==> config.mk <==
export PLATFORM = sky130hd
export DESIGN_NAME = max_finder_stream
export DESIGN_NICKNAME = d
export VERILOG_FILES = /design/src/rtl/dnn_pkg.sv /design/src/rtl/argmax_lane.sv /design/src/rtl/max_finder_stream.sv
export SDC_FILE = /design/constraint.sdc
export NUM_CORES = 1
export LEC_CHECK = 0
export ABC_AREA = 0
export BUFFER_PORTS_ARGS = -buffer_cell sky130_fd_sc_hd__buf_4
export CAP_MARGIN = 0
export CORE_MARGIN = 4
export CORE_UTILIZATION = 50
export DETAILED_ROUTE_END_ITERATION = 16
export MAX_ROUTING_LAYER = met4
export PLACE_DENSITY = 0.72
export SKIP_LAST_GASP = 1
export SLEW_MARGIN = 0
export SYNTH_ARGS = -nofsm -noshare
export SYNTH_HDL_FRONTEND = slang
export SYNTH_SLANG_ARGS = --single-unit
==> constraint.sdc <==
create_clock -name clk -period 13.1 [get_ports clk]
set_input_delay 3.93 -clock clk [delete_from_list [all_inputs] [get_ports clk]]
set_output_delay 3.93 -clock clk [all_outputs]
set_load 0.05 [all_outputs]
==> src/rtl/dnn_pkg.sv <==
// Types and constants shared by the DNN output-layer blocks.
package dnn_pkg;

    typedef enum logic [1:0] {MF_IDLE, MF_ACCUM, MF_DONE} mf_state_t;

    localparam logic MF_MODE_MAX = 1'b0;
    localparam logic MF_MODE_MIN = 1'b1;

endpackage

==> src/rtl/argmax_lane.sv <==
// Combinational extreme-value finder across the M lanes of one beat.
// Only lanes set in the mask are eligible; the lowest lane index wins ties.
module argmax_lane
    import dnn_pkg::*;
#(
    parameter int width = 13,
    parameter int M     = 4,
    parameter int LW    = (M > 1) ? $clog2(M) : 1
) (
    input  logic [M-1:0][width-1:0] i_lanes,
    input  logic [M-1:0]            i_mask,
    input  logic                    i_mode,
    output logic [width-1:0]        o_val,
    output logic [LW-1:0]           o_idx
);

    logic w_found;

    // Strict comparison while scanning upward keeps the earliest lane on ties.
    always_comb begin
        w_found = 1'b0;
        o_val   = '0;
        o_idx   = '0;
        for (int l = 0; l < M; l++) begin
            if (i_mask[l] && (!w_found ||
                ((i_mode == MF_MODE_MIN) ? ($signed(i_lanes[l]) < $signed(o_val))
                                         : ($signed(i_lanes[l]) > $signed(o_val))))) begin
                o_val   = i_lanes[l];
                o_idx   = LW'(l);
                w_found = 1'b1;
            end
        end
    end

endmodule

==> src/rtl/max_finder_stream.sv <==
// Streaming argmax/argmin over N signed values delivered M per beat.
// Keeps a running best across beats and presents it on a valid/ready output.
module max_finder_stream
    import dnn_pkg::*;
#(
    parameter int width    = 13,
    parameter int N        = 37,
    parameter int M        = 4,
    parameter int poswidth = $clog2(N)
) (
    input  logic                    clk,
    input  logic                    reset,
    input  logic                    in_valid,
    output logic                    in_ready,
    input  logic [M-1:0][width-1:0] in,
    input  logic                    mode,
    output logic                    out_valid,
    input  logic                    out_ready,
    output logic [width-1:0]        out,
    output logic [poswidth-1:0]     pos
);

    localparam int BEATS = (N + M - 1) / M;
    localparam int BW    = (BEATS > 1) ? $clog2(BEATS) : 1;
    localparam int LW    = (M > 1) ? $clog2(M) : 1;

    mf_state_t                r_state;
    logic [BW-1:0]            r_beat;
    logic signed [width-1:0]  r_best;
    logic [poswidth-1:0]      r_best_pos;
    logic                     r_mode;
    logic                     r_out_valid;
    logic [width-1:0]         r_out;
    logic [poswidth-1:0]      r_pos;

    logic [M-1:0]             w_mask;
    logic                     w_mode;
    logic signed [width-1:0]  w_lane_val;
    logic [LW-1:0]            w_lane_idx;
    logic [poswidth-1:0]      w_lane_pos;
    logic                     w_accept;
    logic                     w_last;
    logic                     w_take;
    logic signed [width-1:0]  w_next_val;
    logic [poswidth-1:0]      w_next_pos;

    // Lanes past element N-1 only occur on the final beat and are never eligible.
    for (genvar gi = 0; gi < M; gi++) begin : g_mask
        assign w_mask[gi] = ((32'(r_beat) * 32'(M) + 32'(gi)) < 32'(N));
    end

    assign w_mode = (r_state == MF_IDLE) ? mode : r_mode;

    argmax_lane #(
        .width (width),
        .M     (M),
        .LW    (LW)
    ) u_lane (
        .i_lanes (in),
        .i_mask  (w_mask),
        .i_mode  (w_mode),
        .o_val   (w_lane_val),
        .o_idx   (w_lane_idx)
    );

    assign in_ready   = !reset && (r_state != MF_DONE);
    assign w_accept   = in_valid && in_ready;
    assign w_lane_pos = poswidth'(32'(r_beat) * 32'(M) + 32'(w_lane_idx));

    // The beat counter is zero in IDLE, so a single-beat vector finishes immediately.
    assign w_last = (r_beat == BW'(BEATS - 1));
    assign w_take = (r_state == MF_IDLE) ||
                    ((r_mode == MF_MODE_MIN) ? (w_lane_val < r_best) : (w_lane_val > r_best));
    assign w_next_val = w_take ? w_lane_val : r_best;
    assign w_next_pos = w_take ? w_lane_pos : r_best_pos;

    always_ff @(posedge clk) begin
        if (reset) begin
            r_state     <= MF_IDLE;
            r_beat      <= '0;
            r_best      <= '0;
            r_best_pos  <= '0;
            r_mode      <= MF_MODE_MAX;
            r_out_valid <= 1'b0;
            r_out       <= '0;
            r_pos       <= '0;
        end else begin
            case (r_state)
                MF_IDLE, MF_ACCUM: begin
                    if (w_accept) begin
                        r_best     <= w_next_val;
                        r_best_pos <= w_next_pos;
                        if (r_state == MF_IDLE) begin
                            r_mode <= mode;
                        end
                        if (w_last) begin
                            r_beat      <= '0;
                            r_out       <= w_next_val;
                            r_pos       <= w_next_pos;
                            r_out_valid <= 1'b1;
                            r_state     <= MF_DONE;
                        end else begin
                            r_beat  <= r_beat + 1'b1;
                            r_state <= MF_ACCUM;
                        end
                    end
                end
                MF_DONE: begin
                    if (out_ready) begin
                        r_out_valid <= 1'b0;
                        r_state     <= MF_IDLE;
                    end
                end
                default: r_state <= MF_IDLE;
            endcase
        end
    end

    assign out_valid = r_out_valid;
    assign out       = r_out;
    assign pos       = r_pos;

endmodule
Word-level counts from Yosys, hierarchy flattened
Index checks and enable logic that the tools add are counted.
Widths: inputs -> output; s select.

word-level totals
  register bits after elaboration = 46
  latch bits = 0
  RAM bits = 0
  ROM bits = 0
  bits of input ports = 57
  word-level logic and storage cells = 78
  memories kept = 0

cells by class
  $add $sub $neg = 5
  multiply operators = 0
  divide/modulo/power cells = 0
  order comparisons = 12
  equal/unequal tests = 7
  shift-type cells = 0
  multiplexer cells = 26
  bitwise gates (word level) = 0
  reductions and logical operators = 20

operators with widths
  cell                 count
  $mux 13              5
  $gt 13x13->1         4
  $lt 13x13->1         4
  $lt 7x6->1 const B   3
  $add 6x2->7 const B  2
  $mux 1               12
  $mux 2               5
  $ne 2x2->1 const B   4
  $add 6x1->7 const B  1
  $add 6x2->6          1
  $lt 6x6->1 const B   1
  $mux 6               1
  $logic_and 1x1->1    5
  $add 4x1->4 const B  1
  $eq 4x4->1 const B   1
  $logic_not 1->1      4
  $logic_or 1x1->1     4
  $mux 4               1
  $pmux 2 s2           1
  $reduce_and 2->1     2
  $reduce_and 4->1     1
  $reduce_and 3->1     1
  $eq 2x1->1 const B   1
  $eq 2x2->1 const B   1
  4 further kinds      4

Depth between registers and ports, before layout
Gate-level depths: netlist of run 1.

  depth in word-level cells = 21
  depth in mapped cells = 44

Hierarchy
Synthesis of run 1 repeated with hierarchy kept, for this count alone.

second synthesis, totals
  cell total of the unflattened synthesis = 544
  area, all modules = 4524.3 um2

by module, submodules not included
  module             instances  cells an instance  area an instance (um2)  sequential area each (um2)
  max_finder_stream  1          303                2698.8                  920.9
  argmax_lane        1          241                1825.5                  0.0

Least setup slack after synthesis of run 1
Ideal clock, no wire load.

  path kind = input-to-reg
  start = input in[2] in the netlist's numbering
  end = register r_best_pos[0]
  setup time = 130 ps
  arrival = 11597 ps
  setup slack = 1373 ps
  stages = 39
  path buffers = 4
  cells stage by stage = nand2_1 > ha_1 > a211oi_1 > o221ai_1 > a21o_1 > nand4b_1 > o211ai_4 > buf_6 > mux2_4 > ha_1 > o21ai_0 > a21oi_1 > o31ai_1 > o2bb2ai_2 > mux2i_1 > mux2_4 > buf_6 > clkbuf_1 > [3 not listed] > and4_1 > and2_1 > o311a_1 > or3_1 > a21oi_2 > nor2_1 > or3_1 > nand3_1 > ha_1 > a22oi_1 > nand3_1 > o22a_1 > o21a_1 > o211ai_2 > nand2_1 > buf_2 > a311oi_1 > nor3_1

between the ends
  cells in the longest elaborated chain, start to end = 20
  elaborated cells on any way between the ends = 32

ends and longest elaborated chain
  element                                       line                                  RTL
  start: declaration                            max_finder_stream.sv:15               input logic [M-1:0][width-1:0] in,
  $mux 13 *                                     argmax_lane.sv:25                     if (i_mask[l] && (!w_found ||
  $gt 13x13->1 or $lt 13x13->1 (tied branches)  argmax_lane.sv:27, argmax_lane.sv:26
  $mux 1                                        argmax_lane.sv:26                     ((i_mode == MF_MODE_MIN) ? ($signed(i_lanes[l]) < $signed(o_val))
  $logic_or 1x1->1                              argmax_lane.sv:25
  $logic_and 1x1->1                             argmax_lane.sv:25
  $mux 13                                       argmax_lane.sv:25
  $gt 13x13->1 or $lt 13x13->1 (tied branches)  argmax_lane.sv:27, argmax_lane.sv:26
  $mux 1                                        argmax_lane.sv:26
  [4 not listed]                                n/a
  $mux 1                                        argmax_lane.sv:26
  $logic_or 1x1->1                              argmax_lane.sv:25
  $logic_and 1x1->1                             argmax_lane.sv:25
  $mux 13                                       argmax_lane.sv:25
  $gt 13x13->1 or $lt 13x13->1 (tied branches)  max_finder_stream.sv:73               ((r_mode == MF_MODE_MIN) ? (w_lane_val < r_best) : (w_lane_val > r_best));
  $mux 1                                        max_finder_stream.sv:73
  $logic_or 1x1->1                              max_finder_stream.sv:72               assign w_take = (r_state == MF_IDLE) ||
  $mux 6 *                                      max_finder_stream.sv:75               assign w_next_pos = w_take ? w_lane_pos : r_best_pos;
  end signal: assignment                        max_finder_stream.sv:92               r_best_pos <= w_next_pos;
  end: declaration                              max_finder_stream.sv:30               logic [poswidth-1:0] r_best_pos;

Every way passes the cells marked *; elsewhere a longest branch is shown, timed or not.
A chain may end at the register's enable or synchronous reset.

Final worst setup path of run 1
  start = input in[7] in the netlist's numbering
  end = register r_best_pos[0]

The elaborated chain is that of the path after synthesis.

==> results by group, run 1 <==
Critical path
  • CP max FO: 42
  • Worst EP required: 13280 ps
  • Critical path capture point type: register
  • Register-to-Register Path Depth: 41
  • Setup crit start kind: input port
  • Slowest stage delay, CP: 510 ps
  • WS Path Type: in2reg
  • Slowest CP cell: mux2_4
  • Critical Path AT: 12520 ps

Detailed routing
  • Routed WL: 12.0 mm
  • Vias: 4255
  • Initial DRC count: 298
  • Initial DRT Pass Iterations: 5
  • DRT antenna net count: 0
  • DRC errors left: 0
  • WL per Instance: 16.8 um
  • Drt via density: 5.96

CTS
  • Max clock buf depth: 2
  • H-tree Lvls: 2
  • Hold Buf Count CTS: 0
  • Root Buffer: clkbuf_8
  • Clock transition at path regs: 90 ps
  • Number of buffers created by CTS: 5
  • Sink Count: 46
  • CTS tree: done
  • Latest clock arrival within the worst-skew pair: 310 ps

Synthesis
  • Synth cell count leaders: 55 x inv_1, 52 x ha_1, 46 x dfxtp_1
  • Synthesized cell area: 0.00419 sq mm
  • Most frequent cell after synthesis: inv_1
  • Synth area leaders: dfxtp_1 22%, ha_1 16%, a31oi_1 6.1%
  • Asr flop ratio synth: 0
  • Synth unique cells: 64
  • EDFF count, synth: 0
  • Cell accounting for the most synthesized area: dfxtp_1
  • Synth warn: 0
  • Most used DFF post-synth: dfxtp_1
  • Cells after Synth: 540
  • Post-synthesis area per instance: 7.75 sq um
  • #FFs+latches synth: 46
  • Share of the yosys chip area belonging to registers: 0.220
  • Synthesized Nets: 649
  • Yosys top cell area share: 0.220

Worst hold path
  • Tightest Hold Check Type: reg2reg
  • Hold path depth: 2

Placed design
  • RD Place Congestion: 0.935
  • Worst slack at placement: around 270 ps
  • HPWL Detailed: 9.82 mm
  • PortBufs: between 70 and 80

STA
  • Max transition margin: 0.296
  • Measured slew at the worst slew-check pin: 1050 ps
  • Final period util: 0.942
  • RSZ-0062 raised after global routing: no
  • Max Slew Vio Count: 0
  • Clock skew: 6.18 ps
  • Fmax: 81.0 MHz
  • # setup viols final: 0
  • Final worst setup slack: 762 ps
  • Fin. Hold Viols: 0
  • Final Critical Period: 12340 ps
  • Setup TNS: 0 ps

Power
  • Pwr Total: 0.578 mW
  • Worst VDD drop: 59.4 uV
  • Pleak: 2.29 nW
  • Power density over the cells: 116 mW/mm^2

Global routing
  • First-pass GRT wire length: slightly below 20 mm
  • Largest net degree at the start of global routing: between 40 and 50
  • Initial antenna violation count: 0
  • Remaining Overflow, GRT: 0
  • Vias in the first global route: 4088
  • GRT Overall Usage: 0.251

Status
  • Status: finished, final reports clean

Layout
  • FILL cells: 791
  • Final nets: about 720
  • Share of post-route cells with drive strength above 1: 0.207
  • Synthesis-to-finish area growth: 18.7%
  • ANT cells: 0

Floorplanning
  • Top-level port count: 78
  • Die footprint: 0.00990 sq mm
  • Core footprint: 0.00818 sq mm
  • Starting density of the core: 0.512
  • Die Span Y: 99.5 um
  • Die width: between 90 and 100 um
  • # rows: 33

Flow run
  • Max_cap viols: 0
## placed cells by master, fill, tap and decap left out, drive strengths merged, types with 2 or more instances in the layout
cell type and count:
o31ai 14, o221ai 2, nand4 7, or3 9, ha 52, nor2b 4
nor2 30, a311oi 3, and4 3, nor4 3, nor3b 8, a21o 18
dfxtp 46, mux2i 14, o211ai 3, a31oi 41, and2 3, nand3 32
or4 2, nand3b 4, o21ai 29, o21a 2, nand2b 5, inv 56
nand2 44, clkbuf 5, a211oi 7, or2 2, a21oi 32, a211o 2
nor3 9, mux2 9, buf 90
## worst max-delay path: cells and delay by family
kind | cells | cell delay (ps)
AO/OA/AOI/OAI | 14 | 2850
adder cells (fa/ha/maj) | 4 | 1150
buffers and inverters | 5 | 840
multiplexers | 3 | 1400
AND/OR/NAND/NOR | 14 | 2350
## path summary, 6_finish.rpt
| check | start | end | slack [ps] |
|---|---|---|---|
| worst max-delay path | in[7] | r_best_pos[0] | 760 |
| worst min-delay path | pos[1] | pos[1] | 460 |
| worst max register to register | r_beat[1] | r_best_pos[0] | 3600 |
| worst min register to register | pos[1] | pos[1] | 460 |
## flip-flops by register name, indices dropped and copies added, names as in the netlist
signal      flops
r_mode          1
r_state         2
pos             6
r_best_pos      6
out            13
r_best         13
r_beat          4
out_valid       1
## cells by family after synthesis
logic type | share of synthesized area
AND/OR/NAND/NOR | 0.213
AO/OA/AOI/OAI | 0.262
buffers and inverters | 0.0834
adder cells (fa/ha/maj) | 0.155
flip-flops | 0.220
multiplexers | 0.0613
XOR/XNOR | 0.00419
## what timing repair did
item,4_1_cts,5_1_grt
setup endpoints to repair,0,10
gates resized for setup,0,1
hold endpoints to repair,0,0
setup buffers,0,0
## area by class of cell
type | count | area (sq um) | share of cell area
timing repair buffer | 90 | 676 | 0.136
clock buffer | 5 | 68.8 | 0.0139
sequential | 46 | 921 | 0.185
multi-input combinational | 410 | 2920 | 0.588
tap | 105 | 131 | 0.0264
inverter | 55 | 206 | 0.0416
clock inverter | 3 | 43.8 | 0.00881
## routing by layer
metal / GRT usage / part of all wire
met1: 0.342 / 0.46
met2: 0.388 / 0.45
met3: 0.0231 / 0.059
met4: 0.0872 / 0.029
met5: - / 0
## stage by stage
step	hold WS (ps)	area, sq um	utilization	instances
final	456	4970	0.608	714
after global routing	484	4970	0.608	714
after CTS	461	4970	0.607	714
after detailed placement	447	4850	0.594	706
after global placement	441	4850	0.594	706
after floorplan	436	4190	-	540
## where the power goes
| part | switching, mW | internal, mW |
|---|---|---|
| clock network | 0.0522 | 0.0572 |
| registers | 0.00457 | 0.147 |
| logic | 0.189 | 0.128 |
(Power assumes the default switching activity.)
==> run 2, diff against run 1 <==
--- a/config.mk
+++ b/config.mk
@@ -8,13 +8,15 @@
 export ABC_AREA = 0
 export BUFFER_PORTS_ARGS = -buffer_cell sky130_fd_sc_hd__buf_4
 export CAP_MARGIN = 0
+export CELL_PAD_IN_SITES_DETAIL_PLACEMENT = 1
+export CELL_PAD_IN_SITES_GLOBAL_PLACEMENT = 1
 export CORE_MARGIN = 4
-export CORE_UTILIZATION = 50
+export CORE_UTILIZATION = 42
 export DETAILED_ROUTE_END_ITERATION = 16
 export MAX_ROUTING_LAYER = met4
-export PLACE_DENSITY = 0.72
+export PLACE_DENSITY = 0.8
 export SKIP_LAST_GASP = 1
-export SLEW_MARGIN = 0
+export SLEW_MARGIN = 20
 export SYNTH_ARGS = -nofsm -noshare
 export SYNTH_HDL_FRONTEND = slang
 export SYNTH_SLANG_ARGS = --single-unit
==> results by group, run 2 (synthesis gave the netlist of run 1 again) <==
Status
  • Status: finished, final reports clean (unchanged)

Layout
  • Final nets: 717 (unchanged)
  • Commonest non-fill, non-tap cell in the layout: buf_4 (unchanged)
  • Finished Layout Cells: 742 (was 714)
  • ANT cells: 0 (unchanged)
  • Synthesis-to-finish area growth: 19.9% (was 18.7%)
  • Most frequent cells in the layout: 88 x buf_4, 55 x inv_1, 52 x ha_1, 46 x dfxtp_1, 44 x nand2_1 (was 90 x buf_4, 55 x inv_1, 52 x ha_1, 46 x dfxtp_1, 44 x nand2_1)
  • Share of post-route cells with drive strength above 1: 0.212 (was 0.207)

Placed design
  • HPWL Detailed: 11.0 mm (was 9.82 mm)
  • DP Cell Count: 731 (was 706)
  • RD Place Congestion: 0.964 (was 0.935)
  • PortBufs: 77 (unchanged)
  • Worst slack at placement: -13.2 ps (was 275 ps)

Critical path
  • Buf/Inv on CP: 6 (was 5)
  • WS Path Type: in2reg (unchanged)
  • Setup crit start kind: input port (unchanged)
  • Critical path capture point type: register (unchanged)
  • Delay-heaviest family, CP: compound AO/OA/AOI/OAI gates (unchanged)
  • Critical Path AT: 13000 ps (was 12520 ps)
  • Slowest CP cell: o41ai_1 (was mux2_4)
  • Worst EP required: 13340 ps (was 13280 ps)
  • Slowest stage delay, CP: 530 ps (was 510 ps)
  • CP max FO: 20 (was 42)

Worst hold path
  • Tightest Hold Check Type: reg2reg (unchanged)

Global routing
  • First-pass GRT wire length: 21.9 mm (was 19.6 mm)
  • Vias in the first global route: 4433 (was 4088)
  • Initial antenna violation count: 0 (unchanged)
  • Largest net degree at the start of global routing: 49 (unchanged)
  • Remaining Overflow, GRT: 0 (unchanged)
  • GRT Overall Usage: 0.239 (was 0.251)

STA
  • Max Slew Vio Count: 0 (unchanged)
  • Clock skew: 13.3 ps (was 6.18 ps)
  • Fin. Hold Viols: 0 (unchanged)
  • Measured slew at the worst slew-check pin: 1070 ps (was 1050 ps)
  • Fmax: 78.3 MHz (was 81.0 MHz)
  • Max transition margin: 0.288 (was 0.296)
  • Setup TNS: 0 ps (unchanged)
  • Final period util: 0.975 (was 0.942)
  • Final worst setup slack: 334 ps (was 762 ps)
  • # setup viols final: 0 (unchanged)
  • Final Critical Period: 12770 ps (was 12340 ps)

CTS
  • Max clock buf depth: 2 (unchanged)
  • CTS tree: done (unchanged)
  • Sink Count: 46 (unchanged)
  • Latest clock arrival within the worst-skew pair: 310 ps (about the same)
  • Clock transition at path regs: 90 ps (about the same)
  • Hold Buf Count CTS: 0 (unchanged)
  • Root Buffer: clkbuf_8 (unchanged)
  • Number of buffers created by CTS: 5 (unchanged)
  • H-tree Lvls: 2 (unchanged)

Floorplanning
  • Top-level port count: 78 (unchanged)
  • Die width: 108 um (was 99.5 um)
  • Core footprint: 0.00973 sq mm (was 0.00818 sq mm)
  • # rows: 36 (was 33)
  • Die Span Y: 108 um (was 99.5 um)
  • Starting density of the core: 0.430 (was 0.512)
  • Die footprint: 0.0116 sq mm (was 0.00990 sq mm)

Power
  • Pleak: 2.27 nW (was 2.29 nW)
  • Power density over the cells: 114 mW/mm^2 (was 116 mW/mm^2)
  • Worst VDD drop: 43.0 uV (was 59.4 uV)

Detailed routing
  • WL per Instance: 18.2 um (was 16.8 um)
  • Initial DRC count: 243 (was 298)
  • DRC errors left: 0 (unchanged)
  • Vias: 4342 (was 4255)
  • DRT antenna net count: 0 (unchanged)
  • Routed WL: 13.5 mm (was 12.0 mm)
  • Initial DRT Pass Iterations: 5 (unchanged)
  • Drt via density: 5.85 (was 5.96)

Flow run
  • Max_cap viols: 0 (unchanged)
run 2: area by class of cell:
cell class | instances | area (sq um)
Tap cell | 133 | 166
Clock inverter | 3 | 21.3
Clock buffer | 5 | 68.8
Sequential cell | 46 | 921
Inverter | 55 | 206
Timing Repair Buffer | 90 | 701
Multi-Input combinational cell | 410 | 2930
Fill cell | 1229 | 4710
run 2: timing repair:
item	in CTS	in global routing
endpoints found under the setup margin	0	31
gates resized for setup	0	4
setup buffers	0	3
run 2: final timing paths:
| check | cells past startpoint | end | start | slack, ps |
|---|---|---|---|---|
| max reg2reg | 40 | r_best[3] | r_beat[1] | 3150 |
| min | 2 | r_best_pos[2] | r_best_pos[2] | 460 |
| max | 39 | r_best[3] | in[7] | 330 |
| min reg2reg | 2 | r_best_pos[2] | r_best_pos[2] | 460 |
run 2: worst reg2reg max path, delay by kind of cell, from the launching register on:
family,cells,cell delay [ps]
AOI/OAI and AO/OA,18,3890
adders and majority gates,4,1240
buffers and inverters,6,1320
DFF,1,430
muxes,4,1260
and+or+nand+nor,8,1740
run 2: power by group:
group	internal [mW]	switching (mW)	total [mW]
Clock	0.0375	0.0515	0.0891
Sequential	0.147	0.00507	0.152
Combinational	0.133	0.199	0.332
Total	0.318	0.256	0.573
run 2: layer usage:
metal | GRT usage | vias to the layer above | share of wire
li1 | - | 2123 | -
met1 | 0.322 | 2070 | 0.48
met2 | 0.384 | 126 | 0.47
met3 | 0.0234 | 23 | 0.039
met4 | 0.0667 | 0 | 0.019
met5 | - | - | 0
run 2: through the flow:
step / cell area (sq um) / total power, mW / utilization / hold WS [ps]
global placement: 4880 / 0.460 / 0.501 / 444
CTS: 4970 / 0.564 / 0.511 / 465
finish: 5020 / 0.573 / 0.516 / 463
floorplan: 4190 / 0.382 / - / 436
detailed placement: 4880 / 0.476 / 0.501 / 453
global route: 5020 / 0.616 / 0.516 / 481
==> run 3, diff against run 2 <==
--- a/config.mk
+++ b/config.mk
@@ -8,13 +8,11 @@
 export ABC_AREA = 0
 export BUFFER_PORTS_ARGS = -buffer_cell sky130_fd_sc_hd__buf_4
 export CAP_MARGIN = 0
-export CELL_PAD_IN_SITES_DETAIL_PLACEMENT = 1
-export CELL_PAD_IN_SITES_GLOBAL_PLACEMENT = 1
 export CORE_MARGIN = 4
-export CORE_UTILIZATION = 42
+export CORE_UTILIZATION = 50
 export DETAILED_ROUTE_END_ITERATION = 16
 export MAX_ROUTING_LAYER = met4
-export PLACE_DENSITY = 0.8
+export PLACE_DENSITY = 0.71
 export SKIP_LAST_GASP = 1
 export SLEW_MARGIN = 20
 export SYNTH_ARGS = -nofsm -noshare
==> results by group, run 3 (synthesis gave the netlist of run 1 again) <==
STA
  • RSZ-0062 raised after global routing: no
  • Final Critical Period: 12380 ps (was 12770 ps)
  • Max transition margin: 0.289 (was 0.288)
  • Final period util: 0.945 (was 0.975)
  • Max Slew Vio Count: 0 (unchanged)
  • Measured slew at the worst slew-check pin: 1060 ps (was 1070 ps)
  • Clock skew: 6.04 ps (was 13.3 ps)
  • Hold Slack: 460 ps (was 463 ps)
  • Fin. Hold Viols: 0 (unchanged)
  • # setup viols final: 0 (unchanged)
  • Fmax: 80.8 MHz (was 78.3 MHz)
  • Setup TNS: 0 ps (unchanged)
  • Final worst setup slack: 724 ps (was 334 ps)

Floorplanning
  • Core footprint: 0.00818 sq mm (was 0.00973 sq mm)
  • Die width: 99.5 um (was 108 um)
  • # rows: 33 (was 36)
  • Top-level port count: 78 (unchanged)
  • Die Span Y: 99.5 um (was 108 um)
  • Die footprint: 0.00990 sq mm (was 0.0116 sq mm)
  • Starting density of the core: 0.512 (was 0.430)

Critical path
  • Buf/Inv on CP: 3 (was 6)
  • Worst R2R Setup Slack: 3560 ps (was 3150 ps)
  • Slowest stage delay, CP: 550 ps (was 530 ps)
  • R2R Path End: r_best_pos[0] (was r_best[3])
  • Worst EP required: 13280 ps (was 13340 ps)
  • Slowest CP cell: or4_1 (was o41ai_1)
  • Reg-to-reg startpoint: r_beat[1] (unchanged)
  • Register-to-Register Path Depth: 39 (was 40)
  • Delay-heaviest family, CP: compound AO/OA/AOI/OAI gates (unchanged)
  • Stages on the worst setup path: 38 (was 39)
  • Setup crit end: r_best_pos[0] (was r_best[3])
  • WS Path Type: in2reg (unchanged)
  • CP max FO: 42 (was 20)
  • Critical Path AT: 12560 ps (was 13000 ps)
  • Worst path most repeated cell: ha_1
  • Setup crit start kind: input port (unchanged)
  • Critical path capture point type: register (unchanged)
  • Worst Setup SP: in[7] (unchanged)

Global routing
  • First-pass GRT wire length: 19.8 mm (was 21.9 mm)
  • Largest net degree at the start of global routing: 49 (unchanged)
  • Vias in the first global route: 4105 (was 4433)
  • GRT Overall Usage: 0.252 (was 0.239)
  • Remaining Overflow, GRT: 0 (unchanged)
  • Initial antenna violation count: 0 (unchanged)

Layout
  • Synthesis-to-finish area growth: 18.4% (was 19.9%)
  • ANT cells: 0 (unchanged)
  • Most frequent cells in the layout: 92 x buf_4, 55 x inv_1, 52 x ha_1, 46 x dfxtp_1, 44 x nand2_1 (was 88 x buf_4, 55 x inv_1, 52 x ha_1, 46 x dfxtp_1, 44 x nand2_1)
  • Final nets: 719 (was 717)
  • Area of the multi-input gates: 0.00292 sq mm (was 0.00293 sq mm)
  • Share of post-route cells with drive strength above 1: 0.208 (was 0.212)
  • Register Area: 921 sq um (unchanged)
  • FILL cells: 796 (was 1229)
  • Commonest non-fill, non-tap cell in the layout: buf_4 (unchanged)
  • Util after Layout: 0.606 (was 0.516)
  • Finished Layout Cells: 716 (was 742)

CTS
  • CTS tree: done (unchanged)
  • Latest clock arrival within the worst-skew pair: 310 ps (about the same)
  • Hold Buf Count CTS: 0 (unchanged)
  • H-tree Lvls: 2 (unchanged)
  • Sink Count: 46 (unchanged)
  • Max clock buf depth: 2 (unchanged)
  • Post-CTS Setup Inserts: 0 (unchanged)
  • Post_cts resized: 0 (unchanged)
  • Root Buffer: clkbuf_8 (unchanged)
  • Clock transition at path regs: 90 ps (about the same)
  • Number of buffers created by CTS: 5 (unchanged)

Detailed routing
  • Drt via density: 5.93 (was 5.85)
  • Routed WL: 12.2 mm (was 13.5 mm)
  • Initial DRT Pass Iterations: 5 (unchanged)
  • WL per Instance: 17.1 um (was 18.2 um)
  • Initial DRC count: 319 (was 243)
  • Vias: 4249 (was 4342)
  • DRT antenna net count: 0 (unchanged)
  • DRC errors left: 0 (unchanged)

Status
  • Status: finished, final reports clean (unchanged)

Placed design
  • Worst slack at placement: 280 ps (was -13.2 ps)
  • PortBufs: 77 (unchanged)
  • HPWL Detailed: 9.77 mm (was 11.0 mm)
  • RD Place Congestion: 0.895 (was 0.964)
  • DP Cell Count: 708 (was 731)

Power
  • Power density over the cells: 113 mW/mm^2 (was 114 mW/mm^2)
  • Pleak: 2.28 nW (was 2.27 nW)
  • Worst VDD drop: 48.8 uV (was 43.0 uV)

Worst hold path
  • Tightest Hold Check Type: reg2reg (unchanged)
  • Hold path depth: 2 (unchanged)

Flow run
  • Max_cap viols: 0 (unchanged)
## run 3: cell types whose count changed in the layout (fill, tap and decap cells not counted)
cell | previous run | this run
clkinvlp_4 | 1 | 0
clkbuf_1 | 0 | 1
mux2i_2 | 4 | 1
buf_12 | 2 | 0
mux2i_1 | 10 | 13
buf_4 | 88 | 92
## run 3: where the power goes
group          internal [mW]  total [mW]  switching [mW]
Clock                 0.0378      0.0888          0.0511
Combinational          0.128       0.317           0.189
Sequential             0.147       0.152         0.00498
## run 3: worst min-delay path, delay by kind of cell, from the launching register on
kind	cells	cell delay, ps
AOI/OAI and AO/OA	1	50
DFF	1	320
and+or+nand+nor	1	50
## run 3: worst min path at each step
stage / to / start / slack, ps
floorplan: r_best_pos[3] / r_best_pos[3] / 440
global placement: r_best_pos[2] / r_best_pos[2] / 440
detailed placement: r_best_pos[3] / r_best_pos[3] / 450
CTS: r_best_pos[3] / r_best_pos[3] / 460
global route: pos[1] / pos[1] / 480
finish: pos[1] / pos[1] / 460
## run 3: final cells by class
cell class,instances,share of cell area
clock inverter,2,0.00278
clock buffer,6,0.0146
inverter,55,0.0416
tap,105,0.0265
sequential,46,0.186
multi-input combinational,410,0.589
timing repair buffer,92,0.139
## run 3: metrics by stage
step	area (sq um)	total power [mW]
6_report	4960	0.558
5_1_grt	4960	0.602
4_1_cts	4950	0.556
3_5_place_dp	4870	0.467
3_3_place_gp	4870	0.459
2_1_floorplan	4190	0.382
## run 3: routing by layer
metal / vias to the layer above / global-route usage / part of all wire
met4: 0 / 0.0672 / 0.015
met3: 15 / 0.0245 / 0.061
met5: - / - / 0
met2: 152 / 0.412 / 0.46
met1: 1967 / 0.335 / 0.46
li1: 2115 / - / -
